--- src/rtl/pc_unit_pkg.sv ---
// Shared definitions for the program counter stage: the op encoding produced by
// the request decode and the default address/stack sizes.
package pc_unit_pkg;

    localparam int DEF_WIDTH = 16;
    localparam int DEF_DEPTH = 4;

    // Encoded in priority order; OP_HOLD covers the stalled case (en=0).
    typedef enum logic [2:0] {
        OP_HOLD = 3'd0,
        OP_INC  = 3'd1,
        OP_LOAD = 3'd2,
        OP_CALL = 3'd3,
        OP_RET  = 3'd4
    } pc_op_e;

endpackage

--- src/rtl/pc_ret_stack.sv ---
// Return-address LIFO: DEPTH entries of WIDTH bits, push/pop at sp, top of stack
// at sp-1. Pushes while full and pops while empty are dropped.
module pc_ret_stack
    import pc_unit_pkg::*;
#(
    parameter int WIDTH = DEF_WIDTH,
    parameter int DEPTH = DEF_DEPTH
) (
    input  logic                       clk,
    input  logic                       rst_n,
    input  logic                       push,
    input  logic                       pop,
    input  logic [WIDTH-1:0]           din,
    output logic [WIDTH-1:0]           dout,
    output logic [$clog2(DEPTH):0]     sp,
    output logic                       full,
    output logic                       empty
);

    localparam int AW  = $clog2(DEPTH);
    localparam int SPW = AW + 1;

    logic [SPW-1:0]   sp_q, sp_d;
    logic [WIDTH-1:0] mem_q [DEPTH];
    logic [WIDTH-1:0] mem_d [DEPTH];
    logic             push_ok, pop_ok;
    logic [AW-1:0]    wr_idx, rd_idx;

    assign full   = (sp_q == SPW'(DEPTH));
    assign empty  = (sp_q == '0);
    assign sp     = sp_q;
    // Pop wins if both are requested, matching ret-over-call priority upstream.
    assign pop_ok  = pop & ~empty;
    assign push_ok = push & ~full & ~pop_ok;
    assign wr_idx  = sp_q[AW-1:0];
    assign rd_idx  = AW'(sp_q - 1'b1);
    assign dout    = empty ? '0 : mem_q[rd_idx];

    always_comb begin
        sp_d  = sp_q;
        mem_d = mem_q;
        if (pop_ok) begin
            sp_d = sp_q - 1'b1;
        end else if (push_ok) begin
            sp_d          = sp_q + 1'b1;
            mem_d[wr_idx] = din;
        end
    end

    always_ff @(posedge clk or negedge rst_n) begin
        if (!rst_n) begin
            sp_q <= '0;
            for (int i = 0; i < DEPTH; i++) begin
                mem_q[i] <= '0;
            end
        end else begin
            sp_q  <= sp_d;
            mem_q <= mem_d;
        end
    end

endmodule

--- src/rtl/pc_unit.sv ---
// Program counter stage: decodes ret/call/load/increment requests, selects the
// next fetch address and holds the return stack plus sticky overflow/underflow.
module pc_unit
    import pc_unit_pkg::*;
#(
    parameter int          WIDTH     = DEF_WIDTH,
    parameter int          DEPTH     = DEF_DEPTH,
    parameter logic [WIDTH-1:0] RESET_VEC = '0
) (
    input  logic                   clk,
    input  logic                   rst_n,
    input  logic                   en,
    input  logic                   load,
    input  logic                   call,
    input  logic                   ret,
    input  logic [WIDTH-1:0]       target,
    output logic [WIDTH-1:0]       pc,
    output logic [$clog2(DEPTH):0] sp,
    output logic                   stack_full,
    output logic                   stack_empty,
    output logic                   ovf,
    output logic                   unf
);

    pc_op_e           op;
    logic [WIDTH-1:0] pc_q, pc_d;
    logic             ovf_q, ovf_d;
    logic             unf_q, unf_d;
    logic [WIDTH-1:0] pc_inc;
    logic [WIDTH-1:0] sel_jump, sel_ret;
    logic [WIDTH-1:0] stack_dout;

    always_comb begin
        op = OP_HOLD;
        if (en) begin
            if (ret)       op = OP_RET;
            else if (call) op = OP_CALL;
            else if (load) op = OP_LOAD;
            else           op = OP_INC;
        end
    end

    assign pc_inc = pc_q + 1'b1;

    // 2-way select chain, lowest priority first; a ret on an empty stack falls
    // through to the increment path.
    assign sel_jump = ((op == OP_CALL) || (op == OP_LOAD)) ? target : pc_inc;
    assign sel_ret  = ((op == OP_RET) && !stack_empty) ? stack_dout : sel_jump;
    assign pc_d     = (op == OP_HOLD) ? pc_q : sel_ret;

    assign ovf_d = ovf_q | ((op == OP_CALL) & stack_full);
    assign unf_d = unf_q | ((op == OP_RET) & stack_empty);

    always_ff @(posedge clk or negedge rst_n) begin
        if (!rst_n) begin
            pc_q  <= RESET_VEC;
            ovf_q <= 1'b0;
            unf_q <= 1'b0;
        end else begin
            pc_q  <= pc_d;
            ovf_q <= ovf_d;
            unf_q <= unf_d;
        end
    end

    pc_ret_stack #(
        .WIDTH (WIDTH),
        .DEPTH (DEPTH)
    ) u_stack (
        .clk   (clk),
        .rst_n (rst_n),
        .push  (op == OP_CALL),
        .pop   (op == OP_RET),
        .din   (pc_inc),
        .dout  (stack_dout),
        .sp    (sp),
        .full  (stack_full),
        .empty (stack_empty)
    );

    assign pc  = pc_q;
    assign ovf = ovf_q;
    assign unf = unf_q;

endmodule
--- config.mk ---
export PLATFORM = sky130hd
export DESIGN_NAME = pc_unit
export DESIGN_NICKNAME = d
export VERILOG_FILES = /design/src/rtl/pc_unit_pkg.sv /design/src/rtl/pc_ret_stack.sv /design/src/rtl/pc_unit.sv
export SDC_FILE = /design/constraint.sdc
export NUM_CORES = 1
export LEC_CHECK = 0
export ABC_CLOCK_PERIOD_IN_PS = 4360
export CORE_AREA = 2 2 84 102
export CTS_BUF_LIST = sky130_fd_sc_hd__clkbuf_8
export CTS_CLUSTER_SIZE = 20
export DETAILED_ROUTE_END_ITERATION = 12
export DIE_AREA = 0 0 86 104
export PLACE_DENSITY = 0.76
export SLEW_MARGIN = 10
export SYNTH_ARGS = -nofsm -noshare
export SYNTH_HDL_FRONTEND = slang
export SYNTH_SLANG_ARGS = --single-unit
--- constraint.sdc ---
create_clock -name clk -period 4.36 [get_ports clk]
set_input_delay 0.872 -clock clk [delete_from_list [all_inputs] [get_ports clk]]
set_output_delay 0.872 -clock clk [all_outputs]
set_load 0.02 [all_outputs]
==> results of run 1 <==
[kinds of logic after synthesis]
kind of cell / Yosys count / synth area share [%]
AND/OR/NAND/NOR: 137 / 14.9
AO/OA/AOI/OAI: 102 / 14.8
flip-flops: 85 / 50.4
buffers and inverters: 36 / 4.47
multiplexers: 22 / 10.1
XOR/XNOR: 16 / 3.67
adder cells (fa/ha/maj): 6 / 1.78
[worst paths after layout]
kind | start | end | slack, ps
worst min-delay path | unf | unf | 480
min in group asynchronous | rst_n | u_stack.mem_q[31] | 700
max in group asynchronous | rst_n | u_stack.mem_q[3] | 3010
worst max register to register | u_stack.sp[0] | pc[15] | 1640
worst max-delay path | u_stack.sp[0] | stack_empty | 1210
worst min register to register | unf | unf | 480
[layer usage]
| metal | vias up | GRT usage [%] | wire length, microns |
|---|---|---|---|
| met5 | - | 0 | 0 |
| li1 | 1491 | - | - |
| met3 | 17 | 5.71 | 510 |
| met2 | 108 | 34.4 | 4590 |
| met4 | 0 | 7.71 | 168 |
| met1 | 1615 | 31.3 | 4230 |
[flip-flops by register name, summed over array words and instances (netlist names)]
name,flops
u_stack.sp,3
ovf,1
unf,1
pc,16
u_stack.mem_q,64
[cells in the final DEF (no fill, tap or decap), drive strengths merged, types with 2 or more instances in the layout]
cell type and n:
dfrtp 85, nand2 73, o21ai 50, clkdlybuf4s50 43, nor2 31, a21oi 21, mux4 16, nand3 10
clkbuf 10, inv 10, xor2 9, nor3 8, xnor2 7, ha 6, buf 6, mux2 4
a31oi 4, a211o 4, and3 4, nand4 4, o22ai 4, o211ai 4, and4 3, a31o 2
nand3b 2, mux2i 2, a222oi 2, o2bb2ai 2, bufinv 2, a211oi 2
[through the flow]
step	cells	hold WS [ps]	total power, uW	area (sq um)
5_1_grt	536	496	3830	4880
6_report	536	477	3610	4880
2_1_floorplan	404	445	2470	4220
3_3_place_gp	521	457	2930	4670
3_5_place_dp	521	461	3000	4670
4_1_cts	536	479	3610	4880
[area by class of cell]
class	instances	area [sq um]	share of cell area, %
inverters	9	36.3	0.743
flip-flops and latches	85	2130	43.6
repair buffers	49	475	9.74
clock buffers	10	138	2.82
clock inverters	5	76.3	1.56
well taps	95	119	2.43
multi-input cells	283	1910	39.1
[power groups by stage]
stage,logic (uW),clock network [uW],registers [uW]
after floorplan,987,0,1480
after global placement,1500,0,1440
after detailed placement,1540,0,1460
after CTS,1550,613,1450
after global routing,1680,644,1500
final,1540,604,1460
==> Implementation_results.wiki, run 1 <==
{| class="wikitable"
! Metric !! Value
|-
| Core Footprint || 7970 sq um
|-
| Drc violations || 0
|-
| Kind of cell with the highest combined delay on the critical path || buffers and inverters
|-
| Hold Crit Class || flop to flop
|-
| Critical path class || flop to output port
|-
| Period Utilization, post-route || 72.2%
|-
| Detail-routed net length per standard cell || 17.7 microns
|-
| Max Cap Viol || 0
|-
| Top cells by area in the synthesized netlist || sky130_fd_sc_hd__dfrtp_1, sky130_fd_sc_hd__mux4_2, sky130_fd_sc_hd__nand2_1
|-
| Number of iterations in the first detailed-routing pass || 5
|-
| Wire length of the first global-routing pass || 15.7 mm
|-
| Total count of max-transition violations in the final report || 0
|-
| Clock buffer count from CTS || 9
|-
| Comb pwr share || 42.8%
|-
| IR Drop Worst-Case VDD || roughly 0.27 mV
|-
| Synthesized netlist cell count || roughly 400
|-
| Sequential share of power || between 40% and 50%
|-
| Critical Path Source Type || flop
|-
| Filler Cell Count || around 640
|-
| P per Cell Area || 738 nW/um^2
|-
| Hold path depth || 1
|-
| Post-synthesis instance area || 4220 sq um
|-
| Number of enable flip-flop cells after synthesis || 0
|-
| Antenna violations before repair || 0
|-
| Count of routing violations after the opening detailed-route iteration || 292
|-
| Final estimated routing congestion in global placement || 0.820
|-
| Fin Clk Skew || 6.17 ps
|-
| Rows || 36
|-
| Sum of net half-perimeters after detailed placement || 6.40 mm
|-
| P_sw || 1390 uW
|-
| Clock tree from TritonCTS || built
|-
| Buffer count from post-CTS setup fixing || 0
|-
| Sum of negative setup slack || 0 ps
|-
| Post-synth top cells || sky130_fd_sc_hd__dfrtp_1, sky130_fd_sc_hd__nand2_1, sky130_fd_sc_hd__o21ai_0
|-
| Sequential cell area fraction in the yosys report || 50.4%
|-
| Pin count of the biggest net entering global routing || 86
|-
| Ratio of cells with drive above 1 in the final layout || 13.6%
|-
| Average via count per standard cell || between 6 and 7
|-
| Leakage || roughly 0.0021 uW
|-
| Worst path arrival time || 2280 ps
|-
| Leading area contributor after synthesis || sky130_fd_sc_hd__dfrtp_1
|-
| R2R depth || 7
|-
| Result of the run || finished, final reports clean
|-
| Crit path cell chain || buf_4, inv_1, ha_1, nand2b_1, inv_1, clkdlybuf4s50_1
|-
| Number of port buffers || 44
|-
| Height of the die || 104 microns
|-
| Die area || 8940 sq um
|-
| Final count of negative-setup-slack endpoints || 0
|-
| Max clock buf depth || 2
|-
| Setup WS pre-CTS || 1110 ps
|-
| Critical Path Slowest Stage Cell || sky130_fd_sc_hd__clkdlybuf4s50_1
|-
| Slew headroom || 30.9%
|-
| Post-CTS Hold Buffers || 0
|-
| Number of nets with antenna violations after routing || 0
|-
| Post-synthesis cell type count || 53
|-
| Most frequently used cell type in the post-synthesis netlist || sky130_fd_sc_hd__dfrtp_1
|-
| Clock edge transition at the registers on the reported setup and hold paths || 80 ps
|-
| Initial core utilization || 53.0%
|-
| Internal power contribution || 2220 uW
|-
| Post-synth top area share || 50.4%
|-
| Count of final hold-check violations || 0
|-
| Most frequently used flop master after synthesis || sky130_fd_sc_hd__dfrtp_1
|-
| Number of cells on the critical path || 6
|-
| Maximum fanout along the worst path || 21
|-
| Final nets || 465
|-
| Max frequency || 317 MHz
|-
| Asr flop ratio synth || 100%
|-
| Share of total power in the clock network || 16.8%
|-
| Source-to-sink clock delay at the later pin of the worst-skew pair || 360 ps
|-
| Overall track demand over capacity in global routing || 22.5%
|-
| RSZ-0062 raised after global routing || false
|-
| Vias in the first global route || 3185
|-
| Final critical-path required period || 3150 ps
|-
| Root buffer cell || sky130_fd_sc_hd__clkbuf_8
|-
| Chip width || 86 microns
|-
| Worst Path Buf+Inv || 4
|-
| Finished Core Util || 61.2%
|-
| CP Data Required Time || 3490 ps
|-
| Number of register bits inferred by synthesis || 85
|-
| Crit path largest cell delay || 540 ps
|-
| Endpoint class of the critical path || output port
|-
| H-tree levels || 3
|-
| Synth warnings || 0
|-
| Grt ovf || 0
|-
| CP dominant cell by count || sky130_fd_sc_hd__inv_1
|-
| Worst-margin pin slew || 1040 ps
|-
| Via count || 3231
|-
| Final worst-path setup slack || between 1000 and 1500 ps
|-
| Total wire length || 9.50 mm
|-
| Diode insertion count for antenna repair || 0
|-
| Synthesized area per cell || 10.5 sq um
|-
| Ports placed on the boundary || 45
|-
| Number of instances resized during post-cts repair || 0
|-
| # clock sinks || 85
|-
| Syn-to-layout area delta || 15.6%
|-
| Net Sw Frac || around two fifths
|-
| Post-synthesis net count || 432
|}
No activity file was read; power rests on OpenSTA's default activity.
==> run 2, diff against run 1 <==
--- a/config.mk
+++ b/config.mk
@@ -5,13 +5,13 @@
 export SDC_FILE = /design/constraint.sdc
 export NUM_CORES = 1
 export LEC_CHECK = 0
-export ABC_CLOCK_PERIOD_IN_PS = 4360
-export CORE_AREA = 2 2 84 102
+export ABC_CLOCK_PERIOD_IN_PS = 2680
+export CORE_AREA = 2 2 85 103
 export CTS_BUF_LIST = sky130_fd_sc_hd__clkbuf_8
 export CTS_CLUSTER_SIZE = 20
 export DETAILED_ROUTE_END_ITERATION = 12
-export DIE_AREA = 0 0 86 104
-export PLACE_DENSITY = 0.76
+export DIE_AREA = 0 0 87 105
+export PLACE_DENSITY = 0.77
 export SLEW_MARGIN = 10
 export SYNTH_ARGS = -nofsm -noshare
 export SYNTH_HDL_FRONTEND = slang
==> constraint.sdc (replaced) <==
create_clock -name clk -period 2.68 [get_ports clk]
set_input_delay 0.536 -clock clk [delete_from_list [all_inputs] [get_ports clk]]
set_output_delay 0.536 -clock clk [all_outputs]
set_load 0.02 [all_outputs]
==> run 2 against run 1 <==
Combinational power up 66%; clock-buffer cell count unchanged; global-route usage up 0.43 points; total power up 61%; sequential share of layout area down 0.84 points; routed wire length up 1.5%; final cell count up 2.8%; sequential cell count unchanged; non-clock buffer count up 14; critical endpoint unchanged; highest routed layer unchanged.
==> Implementation_results.wiki, run 2 (synthesis results as in run 1) <==
{| class="wikitable"
! Metric !! Value
|-
| Final critical-path required period || approximately 2500 ps
|-
| Final count of negative-setup-slack endpoints || 0
|-
| Final standard cell count with taps included and fillers excluded || between 500 and 600
|-
| Sum of negative setup slack || 0 ps
|-
| Largest register by flop count || u_stack.mem_q
|-
| Chip width || 87 microns
|-
| Maximum fanout along the worst path || 5
|-
| RSZ-0062 raised after global routing || false
|-
| Critical path class || flop to output port
|-
| Post-CTS Hold Buffers || 0
|-
| Sum of net half-perimeters after detailed placement || 6.81 mm
|-
| Drc violations || 0
|-
| Finished layout cell area || around 5000 sq um
|-
| Number of port buffers || 44
|-
| Initial core utilization || 52.4%
|-
| P per Cell Area || about 1200 nW/um^2
|-
| Ports placed on the boundary || 45
|-
| Worst-margin pin slew || 578 ps
|-
| Worst reg2reg endpoint || pc[8]
|-
| Number of instances resized during post-cts repair || 0
|-
| Diode insertion count for antenna repair || 0
|-
| Grt ovf || 0
|-
| Antenna violations before repair || 0
|-
| Hold Crit Class || input port to asynchronous set/reset pin
|-
| Clock buffer count from CTS || 9
|-
| Root buffer cell || sky130_fd_sc_hd__clkbuf_8
|-
| Hold slack final || 179 ps
|-
| Wire length of the first global-routing pass || 16.0 mm
|-
| Syn-to-layout area delta || 17.9%
|-
| Leakage || 0.00216 uW
|-
| Source-to-sink clock delay at the later pin of the worst-skew pair || ~360 ps
|-
| R2R depth || 6
|-
| Flip-flop count of the largest register, all copies and words added || 64
|-
| Rows || 36
|-
| Result of the run || finished, final reports clean
|-
| Via count || approximately 3200
|-
| Final estimated routing congestion in global placement || 0.835
|-
| Total count of max-transition violations in the final report || 0
|-
| Slew headroom || 61.5%
|-
| IR Drop Worst-Case VDD || 0.412 mV
|-
| H-tree levels || 3
|-
| Core Footprint || 8060 sq um
|-
| Slack of the worst reg-to-reg path || around 570 ps
|-
| Max clock buf depth || 2
|-
| Period Utilization, post-route || 94.1%
|-
| Count of routing violations after the opening detailed-route iteration || 290
|-
| Pin count of the biggest net entering global routing || 44
|-
| Total wire length || 9.65 mm
|-
| # clock sinks || 85
|-
| Commonest non-fill, non-tap cell in the layout || sky130_fd_sc_hd__dfrtp_1
|-
| Vias in the first global route || 3152
|-
| Count of final hold-check violations || 0
|-
| Die area || between 9000 and 10000 sq um
|-
| Filler Cell Count || 645
|-
| Number of iterations in the first detailed-routing pass || 5
|-
| Ratio of cells with drive above 1 in the final layout || around 16%
|-
| Critical Path Source Type || flop
|-
| Clock tree from TritonCTS || built
|-
| Height of the die || 105 microns
|-
| Max Cap Viol || 0
|-
| Endpoint class of the critical path || output port
|-
| CP Data Required Time || roughly 2100 ps
|-
| Reg2Reg Launch Point || pc[0]
|-
| Detail-routed net length per standard cell || ~18 microns
|-
| Clock edge transition at the registers on the reported setup and hold paths || 80 ps
|-
| Overall track demand over capacity in global routing || 23.0%
|-
| Number of nets with antenna violations after routing || 0
|-
| Average via count per standard cell || 5.79
|-
| Fin Clk Skew || 10.3 ps
|-
| Placed insts || approximately 540
|-
| Final nets || 479
|-
| Dpl cell area || 4790 sq um
|-
| Buffer count from post-CTS setup fixing || 0
|-
| Max frequency || 397 MHz
|-
| Top library cells by usage in the layout, fill and taps aside || sky130_fd_sc_hd__dfrtp_1, sky130_fd_sc_hd__nand2_1, sky130_fd_sc_hd__clkdlybuf4s50_1
|-
| Worst path arrival time || 1990 ps
|}
==> run 2: changes by cell type in the layout (fill, tap and decap cells not counted), sizes merged <==
cell    previous run  this run
bufinv             2         1
inv               10        11
clkinv             1         2
buf                6        20
==> run 2: critical path, cell delays in order, from the launching register on <==
cell and delay, ps:
sky130_fd_sc_hd__dfrtp_1 440, sky130_fd_sc_hd__inv_1 140, sky130_fd_sc_hd__ha_1 220, sky130_fd_sc_hd__nand2b_1 130, sky130_fd_sc_hd__inv_1 100, sky130_fd_sc_hd__clkdlybuf4s50_1 610
==> run 2: worst max path at each step <==
stage             startpoint     endpoint  slack [ps]  cells past startpoint
2_1_floorplan  u_stack.sp[0]       pc[14]         330                      9
3_3_place_gp              en       pc[12]         280                      7
3_5_place_dp              en       pc[12]         250                      7
4_1_cts        u_stack.sp[1]  stack_empty         130                      5
5_1_grt        u_stack.sp[1]  stack_empty          30                      5
6_report       u_stack.sp[1]  stack_empty         160                      5
==> run 2: area by class of cell <==
type	instances	area (sq um)	share of cell area, %
Timing Repair Buffer	63	593	11.9
Clock inverter	6	55.1	1.11
Multi-Input combinational cell	283	1910	38.4
Sequential cell	85	2130	42.7
Clock buffer	10	138	2.76
Inverter	9	36.3	0.729
Tap cell	95	119	2.39
==> run 2: power by group <==
group / internal [uW] / total, uW / switching [uW]
logic: 1240 / 2550 / 1310
clock network: 446 / 894 / 448
registers: 1870 / 2360 / 493
==> run 2: layer usage <==
metal	GRT usage, %	part of all wire [%]	routed length, microns	up-vias
li1	-	-	-	1514
met1	32.5	45	4330	1545
met4	8.15	1.9	180	0
met2	34.4	48	4610	114
met5	0	0	0	-
met3	5.61	5.5	527	19
==> run 2: stage by stage <==
step | worst slack [ps] | utilization [%] | power (uW)
after global routing | 25.5 | 61.7 | 6210
after detailed placement | 249 | 59.4 | 4910
after global placement | 279 | 59.4 | 4840
after CTS | 135 | 61.7 | 5820
after floorplan | 335 | - | 4020
final | 159 | 61.7 | 5810
